==> config.mk <==
export PLATFORM = sky130hd
export DESIGN_NAME = uart_rx_fifo
export DESIGN_NICKNAME = d
export VERILOG_FILES = /design/src/rtl/uart_rx_fifo_pkg.sv /design/src/rtl/uart_rx_byte_fifo.sv /design/src/rtl/uart_rx_fifo.sv
export SDC_FILE = /design/constraint.sdc
export NUM_CORES = 1
export LEC_CHECK = 0
export CAP_MARGIN = 10
export CORE_ASPECT_RATIO = 1.25
export CORE_MARGIN = 1
export CORE_UTILIZATION = 55
export CTS_CLUSTER_SIZE = 25
export DETAILED_ROUTE_END_ITERATION = 8
export DONT_BUFFER_PORTS = 1
export GPL_TIMING_DRIVEN = 0
export PLACE_DENSITY = 0.69
export REMOVE_ABC_BUFFERS = 1
export SLEW_MARGIN = 20
export SYNTH_ARGS = -nofsm -noshare
export SYNTH_HDL_FRONTEND = slang
export SYNTH_SLANG_ARGS = --single-unit
==> constraint.sdc <==
create_clock -name i_clk -period 5.94 [get_ports i_clk]
set_clock_uncertainty 0.15 [all_clocks]
set_input_delay 1.188 -clock i_clk [delete_from_list [all_inputs] [get_ports i_clk]]
set_output_delay 1.188 -clock i_clk [all_outputs]
set_load 0.01 [all_outputs]
==> src/rtl/uart_rx_fifo_pkg.sv <==
// Purpose : shared receiver FSM encodings and oversample tick constants.
// Latency : n/a (types and constants only).
// Backpres: n/a.
package uart_rx_fifo_pkg;

    // PARITY is only entered when UART_RX_PARITY_EN is defined.
    typedef enum logic [2:0] {
        ST_IDLE   = 3'd0,
        ST_START  = 3'd1,
        ST_DATA   = 3'd2,
        ST_PARITY = 3'd3,
        ST_STOP   = 3'd4
    } rx_state_e;

    // Oversample counter values: mid start bit, and one full bit period.
    localparam logic [3:0] TICK_MID  = 4'd7;
    localparam logic [3:0] TICK_FULL = 4'd15;

endpackage

==> src/rtl/uart_rx_byte_fifo.sv <==
// Purpose : first-word fall-through circular byte buffer with full/empty/overrun.
// Latency : pushed byte visible on rd_data the cycle after wr; pop exposes next head next cycle.
// Backpres: none upstream; a push into a full FIFO without a same-cycle pop is dropped and flagged.
//
// Ports:
//   clk, rst_n     clock, async active-low reset
//   wr, wr_data    push strobe and byte
//   rd             pop strobe (ignored while empty)
//   rd_data        head byte, forced to 0 while empty
//   empty, full    occupancy flags
//   overrun        one-cycle pulse, registered, the cycle after a dropped push
module uart_rx_byte_fifo #(
    parameter int DW = 8,
    parameter int AW = 5
) (
    input  logic          clk,
    input  logic          rst_n,
    input  logic          wr,
    input  logic [DW-1:0] wr_data,
    input  logic          rd,
    output logic [DW-1:0] rd_data,
    output logic          empty,
    output logic          full,
    output logic          overrun
);

    localparam int DEPTH = 1 << AW;

    logic [DW-1:0] mem [DEPTH];
    // One extra wrap bit distinguishes full from empty when the indices match.
    logic [AW:0]   wptr;
    logic [AW:0]   rptr;
    logic          rd_ok;
    logic          wr_ok;

    assign empty = (wptr == rptr);
    assign full  = (wptr[AW] != rptr[AW]) && (wptr[AW-1:0] == rptr[AW-1:0]);

    assign rd_ok = rd && !empty;
    // A pop in the same cycle frees the slot, so a push into a full FIFO still lands.
    assign wr_ok = wr && (!full || rd_ok);

    // Storage itself needs no reset: the head is masked while empty.
    assign rd_data = empty ? '0 : mem[rptr[AW-1:0]];

    always_ff @(posedge clk) begin
        if (wr_ok) begin
            mem[wptr[AW-1:0]] <= wr_data;
        end
    end

    always_ff @(posedge clk or negedge rst_n) begin
        if (!rst_n) begin
            wptr    <= '0;
            rptr    <= '0;
            overrun <= 1'b0;
        end else begin
            if (wr_ok) begin
                wptr <= wptr + 1'b1;
            end
            if (rd_ok) begin
                rptr <= rptr + 1'b1;
            end
            overrun <= wr && !wr_ok;
        end
    end

endmodule

==> src/rtl/uart_rx_fifo.sv <==
// Purpose : 16x-oversampled UART receiver (LSB first) feeding a FWFT byte FIFO.
// Latency : byte on o_r_data the cycle after the stop-bit sample; i_rx sees a 2-flop sync delay.
// Backpres: none on the line; full FIFO drops the new byte and pulses o_overrun.
//
// Ports:
//   i_clk, i_reset            clock, async active-low reset
//   i_rx                      serial line, idle high, asynchronous
//   i_rd_uart                 pop strobe, one byte per cycle while high
//   o_r_data                  FIFO head byte (0 while empty)
//   o_rx_empty, o_rx_full     FIFO flags
//   o_frame_err, o_overrun    one-cycle error pulses
// Build option: define UART_RX_PARITY_EN to expect an even-parity bit after the data bits.
module uart_rx_fifo
    import uart_rx_fifo_pkg::*;
#(
    parameter int DBIT     = 8,
    parameter int SB_TICK  = 16,
    parameter int DVSR     = 326,
    parameter int DVSR_BIT = 9,
    parameter int FIFO_W   = 5
) (
    input  logic            i_clk,
    input  logic            i_reset,
    input  logic            i_rx,
    input  logic            i_rd_uart,
    output logic [DBIT-1:0] o_r_data,
    output logic            o_rx_empty,
    output logic            o_rx_full,
    output logic            o_frame_err,
    output logic            o_overrun
);

    localparam int NW = (DBIT > 1) ? $clog2(DBIT) : 1;

    // ------------------------------------------------------------------
    // Line synchronizer; resets to the idle level so reset never looks
    // like a start bit.
    // ------------------------------------------------------------------
    logic rx_meta;
    logic rx_sync;

    always_ff @(posedge i_clk or negedge i_reset) begin
        if (!i_reset) begin
            rx_meta <= 1'b1;
            rx_sync <= 1'b1;
        end else begin
            rx_meta <= i_rx;
            rx_sync <= rx_meta;
        end
    end

    // ------------------------------------------------------------------
    // Free-running oversample tick generator.
    // ------------------------------------------------------------------
    logic [DVSR_BIT-1:0] tick_cnt;
    logic                tick;

    assign tick = (tick_cnt == DVSR_BIT'(DVSR - 1));

    always_ff @(posedge i_clk or negedge i_reset) begin
        if (!i_reset) begin
            tick_cnt <= '0;
        end else if (tick) begin
            tick_cnt <= '0;
        end else begin
            tick_cnt <= tick_cnt + 1'b1;
        end
    end

    // ------------------------------------------------------------------
    // Receiver FSM.
    // ------------------------------------------------------------------
    rx_state_e       state_q, state_d;
    logic [3:0]      s_q, s_d;
    logic [NW-1:0]   n_q, n_d;
    logic [DBIT-1:0] shreg_q, shreg_d;
    logic            frame_err_q, frame_err_d;
    logic            push;
    logic            stop_ok;

`ifdef UART_RX_PARITY_EN
    logic par_err_q, par_err_d;

    always_ff @(posedge i_clk or negedge i_reset) begin
        if (!i_reset) begin
            par_err_q <= 1'b0;
        end else begin
            par_err_q <= par_err_d;
        end
    end

    // A parity mismatch is reported the same way as a bad stop bit.
    assign stop_ok = rx_sync && !par_err_q;
`else
    assign stop_ok = rx_sync;
`endif

    always_ff @(posedge i_clk or negedge i_reset) begin
        if (!i_reset) begin
            state_q     <= ST_IDLE;
            s_q         <= '0;
            n_q         <= '0;
            shreg_q     <= '0;
            frame_err_q <= 1'b0;
        end else begin
            state_q     <= state_d;
            s_q         <= s_d;
            n_q         <= n_d;
            shreg_q     <= shreg_d;
            frame_err_q <= frame_err_d;
        end
    end

    always_comb begin
        state_d     = state_q;
        s_d         = s_q;
        n_d         = n_q;
        shreg_d     = shreg_q;
        frame_err_d = 1'b0;
        push        = 1'b0;
`ifdef UART_RX_PARITY_EN
        par_err_d   = par_err_q;
`endif
        case (state_q)
            ST_IDLE: begin
                if (!rx_sync) begin
                    state_d = ST_START;
                    s_d     = '0;
                end
            end
            ST_START: begin
                if (tick) begin
                    if (s_q == TICK_MID) begin
                        // Line back high at mid start bit: treat as a glitch.
                        if (!rx_sync) begin
                            state_d = ST_DATA;
                            s_d     = '0;
                            n_d     = '0;
                        end else begin
                            state_d = ST_IDLE;
                        end
                    end else begin
                        s_d = s_q + 1'b1;
                    end
                end
            end
            ST_DATA: begin
                if (tick) begin
                    if (s_q == TICK_FULL) begin
                        s_d     = '0;
                        shreg_d = {rx_sync, shreg_q[DBIT-1:1]};
                        if (n_q == NW'(DBIT - 1)) begin
`ifdef UART_RX_PARITY_EN
                            state_d = ST_PARITY;
`else
                            state_d = ST_STOP;
`endif
                        end else begin
                            n_d = n_q + 1'b1;
                        end
                    end else begin
                        s_d = s_q + 1'b1;
                    end
                end
            end
`ifdef UART_RX_PARITY_EN
            ST_PARITY: begin
                if (tick) begin
                    if (s_q == TICK_FULL) begin
                        s_d       = '0;
                        // Even parity: the parity bit equals the XOR of the data bits.
                        par_err_d = rx_sync ^ (^shreg_q);
                        state_d   = ST_STOP;
                    end else begin
                        s_d = s_q + 1'b1;
                    end
                end
            end
`endif
            ST_STOP: begin
                if (tick) begin
                    if (s_q == 4'(SB_TICK - 1)) begin
                        state_d = ST_IDLE;
                        if (stop_ok) begin
                            push = 1'b1;
                        end else begin
                            frame_err_d = 1'b1;
                        end
                    end else begin
                        s_d = s_q + 1'b1;
                    end
                end
            end
            default: begin
                state_d = ST_IDLE;
            end
        endcase
    end

    assign o_frame_err = frame_err_q;

    uart_rx_byte_fifo #(
        .DW (DBIT),
        .AW (FIFO_W)
    ) u_fifo (
        .clk     (i_clk),
        .rst_n   (i_reset),
        .wr      (push),
        .wr_data (shreg_q),
        .rd      (i_rd_uart),
        .rd_data (o_r_data),
        .empty   (o_rx_empty),
        .full    (o_rx_full),
        .overrun (o_overrun)
    );

endmodule

==> metrics.md, run 1 <==
| Metric | Value |
|---|---|
| Status | `complete, no violations` |
| Row cnt | `61` |
| Hold_buf cts | `0` |
| Post-synth cell types | `58` |
| Crit-path cells | `and2_1 > nand2b_1 > o22ai_1 > a211oi_1 > a211oi_1` |
| H-Tree Level Count | `1` |
| Worst EP required | `4.60 ns` |
| Start point of the critical path | `u_fifo.rptr[3]$_DFFE_PN0P_` |
| IO Count | `16` |
| Setup TNS | `0 ns` |
| Transition time of the tightest slew-check pin | `approximately 1.0 ns` |
| Yosys reg bits | `between 200 and 300` |
| Dpl hpwl | `14.7 mm` |
| Effective utilization at floorplan | `0.561` |
| Port Buffers | `0` |
| Clock transition at the registers of the reported paths | `~0.060 ns` |
| Synth area leader | `edfxtp_1` |
| Seq/Total Area, Yosys | `0.704` |
| Post-synthesis cell count | `just over 700` |
| Syn. warnings | `0` |
| Synth Area in Compound Gates | `0.0470` |
| Initial antenna violation count | `0` |
| Most used DFF post-synth | `edfxtp_1` |
| Vias | `between 6000 and 7000` |
| Total wire length | `23.6 mm` |
| Largest net degree at the start of global routing | `62` |
| Global-route wire length before repair | `about 37 mm` |
| DRC Markers | `0` |
| CTS tree | `built` |
| Post-cts repair resize count | `0` |
| CTS Root Buffer Type | `clkbuf_16` |
| Layout cells sized above 1 | `0.158` |
| Post-Synth Simple-Gate Area | `0.0753` |
| Initial DRT Pass Iterations | `4` |
| Setup repair after global routing missed its margin | `no` |
| Wire per inst | `between 20 and 25 um` |
| Final net count | `approximately 720` |
| CP startpoint kind | `register` |
| Vias per Instance | `between 6 and 7` |
| Yosys top cell area share | `0.617` |
| WS Path Type | `register to output port` |
| Critical path's slowest cell | `dfrtp_1` |
| Multiplexer share of the synthesized area | `0.121` |
| Total gr overflow | `0` |
| Power density over the cells | `between 200 and 300 nW/um^2` |
| Family with the most delay on the worst path | `compound AO/OA/AOI/OAI gates` |
| Asr flop ratio synth | `0.144` |
| GRT Util Overall | `0.214` |
| Max VDD drop | `roughly 250 uV` |
| Hold Vio Cnt, Final | `0` |
| Post-CTS setup buffer count | `0` |
| Max Fclk | `0.212 GHz` |
| Max-Cap Viols | `0` |
| Static power due to leakage | `slightly above 5 nW` |
| CP Buf/Inv Count | `0` |
| Cell Area, Synth | `roughly 12000 um^2` |
| Die Wd | `about 140 um` |
| Diodes inserted | `0` |
| Final core utilization | `0.609` |
| Slowest stage delay, CP | `approximately 0.94 ns` |
| R2R Path Start | `u_fifo.rptr[3]$_DFFE_PN0P_` |
| CP arrival | `3.39 ns` |
| Worst rel slew slack | `0.302` |
| Vias in the first global route | `around 6500` |
| Post-synth EDFFs | `about 260` |
| Fin crit share | `0.796` |
| CP dominant cell by count | `a211oi_1` |
| Remaining antenna violation count after routing | `0` |
| Die Y | `~170 um` |
| Setup-failing EPs final | `0` |
| Syn Area/Cell | `17.5 um^2` |
| Total power | `3.99 mW` |
| Final worst hold slack | `0.183 ns` |
| Worst-path maximum fanout | `25` |
| Synth Area in Adders | `0.0100` |
| Fill cells | `1567` |
| CTS Buf Count | `29` |
| RePlAce Congestion | `approximately 0.80` |
| DIE AREA | `23200 um^2` |
| Clk_lat worst skew | `roughly 0.55 ns` |
| Area growth from synthesis to layout | `8.59%` |
| XOR/XNOR share of the synthesized area | `0.0176` |
| Setup crit end kind | `output port` |
| CTS Sinks | `roughly 300` |
| CTS Buffer Depth | `3` |
| Top post-synthesis cells by area | `edfxtp_1 62%, dfrtp_1 8.2%, mux4_2 5.6%` |
| Largest family of logic cells by synthesized area | `multiplexers` |
| 1st-iter DRT viols | `470` |
| Hold Path Class | `input pin to asynchronous set/reset pin` |
| Pins Over Slew Limit | `0` |
| Final min period | `roughly 4.7 ns` |
| Core area | `between 20000 and 25000 um^2` |
stage by stage:
stage / setup WS [ns] / instances / instance area (um^2)
global route: 1.09 / 1011 / 13500
floorplan: 0.622 / 670 / 12200
finish: 1.21 / 1011 / 13500
detailed placement: 1.75 / 957 / 12600
global placement: -0.995 / 953 / 12500
CTS: 1.16 / 1011 / 13500
report_power, final:
group	internal [mW]	switching [mW]
logic	0.000297	0.00101
clock network	0.986	0.754
registers	2.25	0.000677
total	3.24	0.756
area by class of cell:
type                    instances  area (um^2)  share of cell area
flip-flops and latches        299         8780               0.649
multi-input cells             364         3380               0.250
clock buffers                  33          741              0.0548
well taps                     283          354              0.0262
clock inverters                21          170              0.0126
repair buffers                  4         70.1             0.00518
inverters                       7         26.3             0.00194
placed cells by master, fill, tap and decap left out, types with 7 or more instances in the layout:
cell type    n
nor4_1       7
mux2_2      12
mux2i_1     38
nand2_1     21
a211oi_1    18
dfrtp_1     33
xor2_1      10
clkbuf_16   29
mux4_1      11
nand3_1     14
nor2b_1     20
and3_1      38
o22ai_1      8
mux4_2      31
nor3_1      10
nor2_1      27
o221ai_1     7
edfxtp_1   256
clkinv_2     9
xnor2_1     15
ha_1        10
final timing paths:
check	to	slack, ns	cells after the start
min in group i_clk	rx_sync$_DFF_PN1_	0.22	0
max in group asynchronous	rx_sync$_DFF_PN1_	5.27	0
setup / recovery	o_r_data[6]	1.21	5
hold reg to reg	rx_sync$_DFF_PN1_	0.22	0
setup reg to reg	u_fifo.mem[15][7]$_DFFE_PP_	2.30	6
hold / removal	u_fifo.rptr[1]$_DFFE_PN0P_	0.18	0
flip-flops by register name (all words and copies together) (netlist names):
signal and cells:
u_fifo.mem 256, state_q 3, o_frame_err 1, u_fifo.rptr 6, s_q 4, u_fifo.wptr 6
tick_cnt 9, shreg_q 8, rx_meta 1, u_fifo.overrun 1, rx_sync 1, n_q 3
synthesized netlist by cell type, types with 10 or more instances:
cell,instances
mux4_1,11
and3_1,38
nand2_1,21
mux2i_1,38
mux2_2,12
a211oi_1,18
nand3_1,14
edfxtp_1,256
xnor2_1,15
buf_2,20
dfrtp_1,41
xor2_1,10
clkbuf_1,10
ha_1,10
nor2b_1,21
nor2_1,27
mux4_2,31
nor3_1,10
per-layer routing:
metal	up-vias	global-route usage	wire length, um
met5	-	0	0
met4	0	0.0700	532
met3	31	0.0366	1340
met2	186	0.370	12300
met1	3251	0.272	9490
li1	2850	-	-
worst reg2reg max path: cells and delay by family (launching register included):
family	cells	cell delay, ns
compound gates	1	0.63
xor+xnor	1	0.29
buf+inv	1	0.26
flops	1	0.94
simple gates	3	0.97
logic make-up (layout without fill, tap and decap cells):
logic type	count (synthesis)	count (layout)
AOI/OAI and AO/OA	71	71
xor gates and xnor gates	25	25
adders and majority gates	10	10
buffers and inverters	50	65
DFF	299	299
muxes	92	92
and+or+nand+nor	166	166
Power figures use the tool's default switching activity.
==> run 2: changes to the inputs <==
- PLACE_DENSITY: 0.69 -> 0.72
- clock period: 5.94 -> 4.3 ns (I/O delays scaled with it)
==> run 2 against run 1 <==
  * Via count increased by 0.21%
  * Clock power increased by 45%
  * Final area increased by 0.82%
  * Sequential share of layout area decreased by 0.50 points
  * Power increased by 41%
  * First-iteration DRC count increased by 22%
  * Critical path depth increased by 1
  * Final cell count about the same
  * Critical path type unchanged
  * Largest cell class unchanged
  * Highest routed layer unchanged
==> metrics.md, run 2 (synthesized netlist as in run 1, its figures left out) <==
| Metric | Value |
|---|---|
| R2R Path Start | `u_fifo.rptr[1]$_DFFE_PN0P_` |
| Worst EP required | `3.29 ns (-1.31 ns)` |
| Setup crit end kind | `output port` |
| Total gr overflow | `0 (unchanged)` |
| Transition time of the tightest slew-check pin | `1.04 ns (-0.00823 ns)` |
| Met2 WL | `12.8 mm (+3.9%)` |
| Core area | `22200 um^2 (unchanged)` |
| Routed wl met3 | `1.59 mm (+18%)` |
| DIE AREA | `23200 um^2 (unchanged)` |
| H-Tree Level Count | `1 (unchanged)` |
| Wire per inst | `24.0 um (+2.7%)` |
| Commonest non-fill, non-tap cells in the layout | `256 x edfxtp_1, 38 x mux2i_1, 38 x and3_1, 31 x mux4_2, 30 x dfrtp_1` |
| Diodes inserted | `0 (unchanged)` |
| Dpl cells | `956 (-0.10%)` |
| Static power due to leakage | `5.23 nW (+0.74%)` |
| Effective utilization at floorplan | `0.561 (unchanged)` |
| Area growth from synthesis to layout | `9.49%` |
| Pins Over Slew Limit | `0 (unchanged)` |
| Setup-failing EPs final | `0 (unchanged)` |
| CTS Buffer Depth | `3 (unchanged)` |
| Max Used Layer | `met4` |
| Most common cell after layout, fill and taps aside | `edfxtp_1` |
| Final net count | `721 (+0.28%)` |
| Vias in the first global route | `6582 (+1.0%)` |
| Largest net degree at the start of global routing | `62 (unchanged)` |
| RePlAce Congestion | `0.815 (+1.7%)` |
| Port Buffers | `0 (unchanged)` |
| CTS Root Buffer Type | `clkbuf_16` |
| IO Count | `16 (unchanged)` |
| 1st-iter DRT viols | `573 (+22%)` |
| Largest register FFs | `256 (unchanged)` |
| DRC Markers | `0 (unchanged)` |
| Layout cells sized above 1 | `0.165 (+0.00664)` |
| Setup repair after global routing missed its margin | `no` |
| Hold Path Class | `input pin to asynchronous set/reset pin` |
| CTS Buf Count | `28 (-3.4%)` |
| Max Fclk | `0.242 GHz` |
| CTS Sinks | `299 (unchanged)` |
| Post-Layout Cell Count | `1012 (+0.099%)` |
| Remaining antenna violation count after routing | `0 (unchanged)` |
| Die Y | `170 um (unchanged)` |
| Final worst hold slack | `0.0171 ns (-0.166 ns)` |
| Worst rel slew slack | `0.307 (+0.00549)` |
| Fin crit share | `0.960` |
| Global-route wire length before repair | `37.6 mm (+3.0%)` |
| CTS tree | `built` |
| GRT Util Overall | `0.220 (+0.00610)` |
| Status | `complete, no violations` |
| Max-Cap Viols | `0 (unchanged)` |
| Worst-path maximum fanout | `24 (-4.0%)` |
| Vias | `6331 (+0.21%)` |
| Final min period | `between 4 and 5 ns` |
| Die Wd | `137 um (unchanged)` |
| R2R depth | `7 (+1)` |
| R2R setup slack | `0.74 ns (-1.56 ns)` |
| R2R Path End | `u_fifo.mem[15][0]$_DFFE_PP_` |
| Vias per Instance | `6.26 (+0.11%)` |
| Total wire length | `24.3 mm (+2.8%)` |
| WS Path Type | `register to output port` |
| Clk_lat worst skew | `0.53 ns (-0.02 ns)` |
| Dpl hpwl | `14.6 mm (-1.1%)` |
| Hold Vio Cnt, Final | `0 (unchanged)` |
| Row cnt | `61 (unchanged)` |
| CP startpoint kind | `register` |
| Power density over the cells | `414 nW/um^2 (+40%)` |
| Max VDD drop | `275 uV (+9.8%)` |
| Initial DRT Pass Iterations | `5 (+1)` |
| Length of routed wiring on met1 | `9.48 mm (-0.18%)` |
| Initial antenna violation count | `0 (unchanged)` |
| Clock transition at the registers of the reported paths | `0.06 ns (about the same)` |
| CP arrival | `3.12 ns (-0.27 ns)` |
==> run 2: area by class of cell <==
cell class | count | area [um^2]
clock buffer | 30 | 729
clock inverter | 22 | 230
fill | 1523 | 8580
inverter | 7 | 26.3
multi-input combinational | 364 | 3380
sequential | 299 | 8780
tap | 283 | 354
timing repair buffer | 7 | 129
==> run 2: worst max-delay path by stage <==
stage / cells after the start / startpoint / to / slack (ns)
floorplan: 5 / u_fifo.rptr[0]$_DFFE_PN0P_ / u_fifo.mem[15][0]$_DFFE_PP_ / -0.79
global route: 6 / u_fifo.rptr[1]$_DFFE_PN0P_ / o_r_data[3] / 0.02
global placement: 5 / u_fifo.rptr[0]$_DFFE_PN0P_ / u_fifo.mem[15][5]$_DFFE_PP_ / -2.53
CTS: 5 / u_fifo.rptr[3]$_DFFE_PN0P_ / o_r_data[6] / 0.02
detailed placement: 6 / u_fifo.rptr[0]$_DFFE_PN0P_ / o_r_data[1] / 0.51
finish: 6 / u_fifo.rptr[1]$_DFFE_PN0P_ / o_r_data[6] / 0.17
==> run 2: metrics by stage <==
stage / setup WS, ns / setup TNS (ns) / utilization / power [mW] / cell area (um^2)
after detailed placement: 0.509 / 0 / 0.567 / 3.17 / 12600
after global routing: 0.0212 / 0 / 0.614 / 5.79 / 13600
final: 0.171 / 0 / 0.614 / 5.64 / 13600
after CTS: 0.0193 / 0 / 0.612 / 5.68 / 13600
after floorplan: -0.787 / -142.92 / - / 3.17 / 12200
after global placement: -2.53 / -560.41 / 0.564 / 3.17 / 12500
==> run 2: report_power, final <==
group          total (mW)  internal, mW  leakage (nW)  switching, mW
clock                2.52          1.48         0.464           1.05
sequential           3.11          3.11          3.53        0.00103
combinational      0.0120       0.00297          1.23        0.00898
total                5.64          4.59          5.23           1.06
==> run 2: worst max-delay path, cell delays in order (launching register included) <==
cell,delay (ns)
dfrtp_2,0.66
buf_12,0.25
xor2_1,0.22
nor2_1,0.08
nand3_1,0.21
clkinv_1,0.41
a211oi_1,0.75
==> run 2: per-layer routing <==
| layer | GRT usage | vias up |
|---|---|---|
| met4 | 0.0594 | 0 |
| met2 | 0.383 | 214 |
| met5 | 0 | - |
| li1 | - | 2838 |
| met3 | 0.0360 | 39 |
| met1 | 0.285 | 3240 |
==> run 2: timing repair <==
item,4_1_cts,5_1_grt
setup endpoints to repair,4,8
endpoints found under the hold margin,41,2
resized for setup,0,2
hold buffers,1,1
setup buffers,1,1
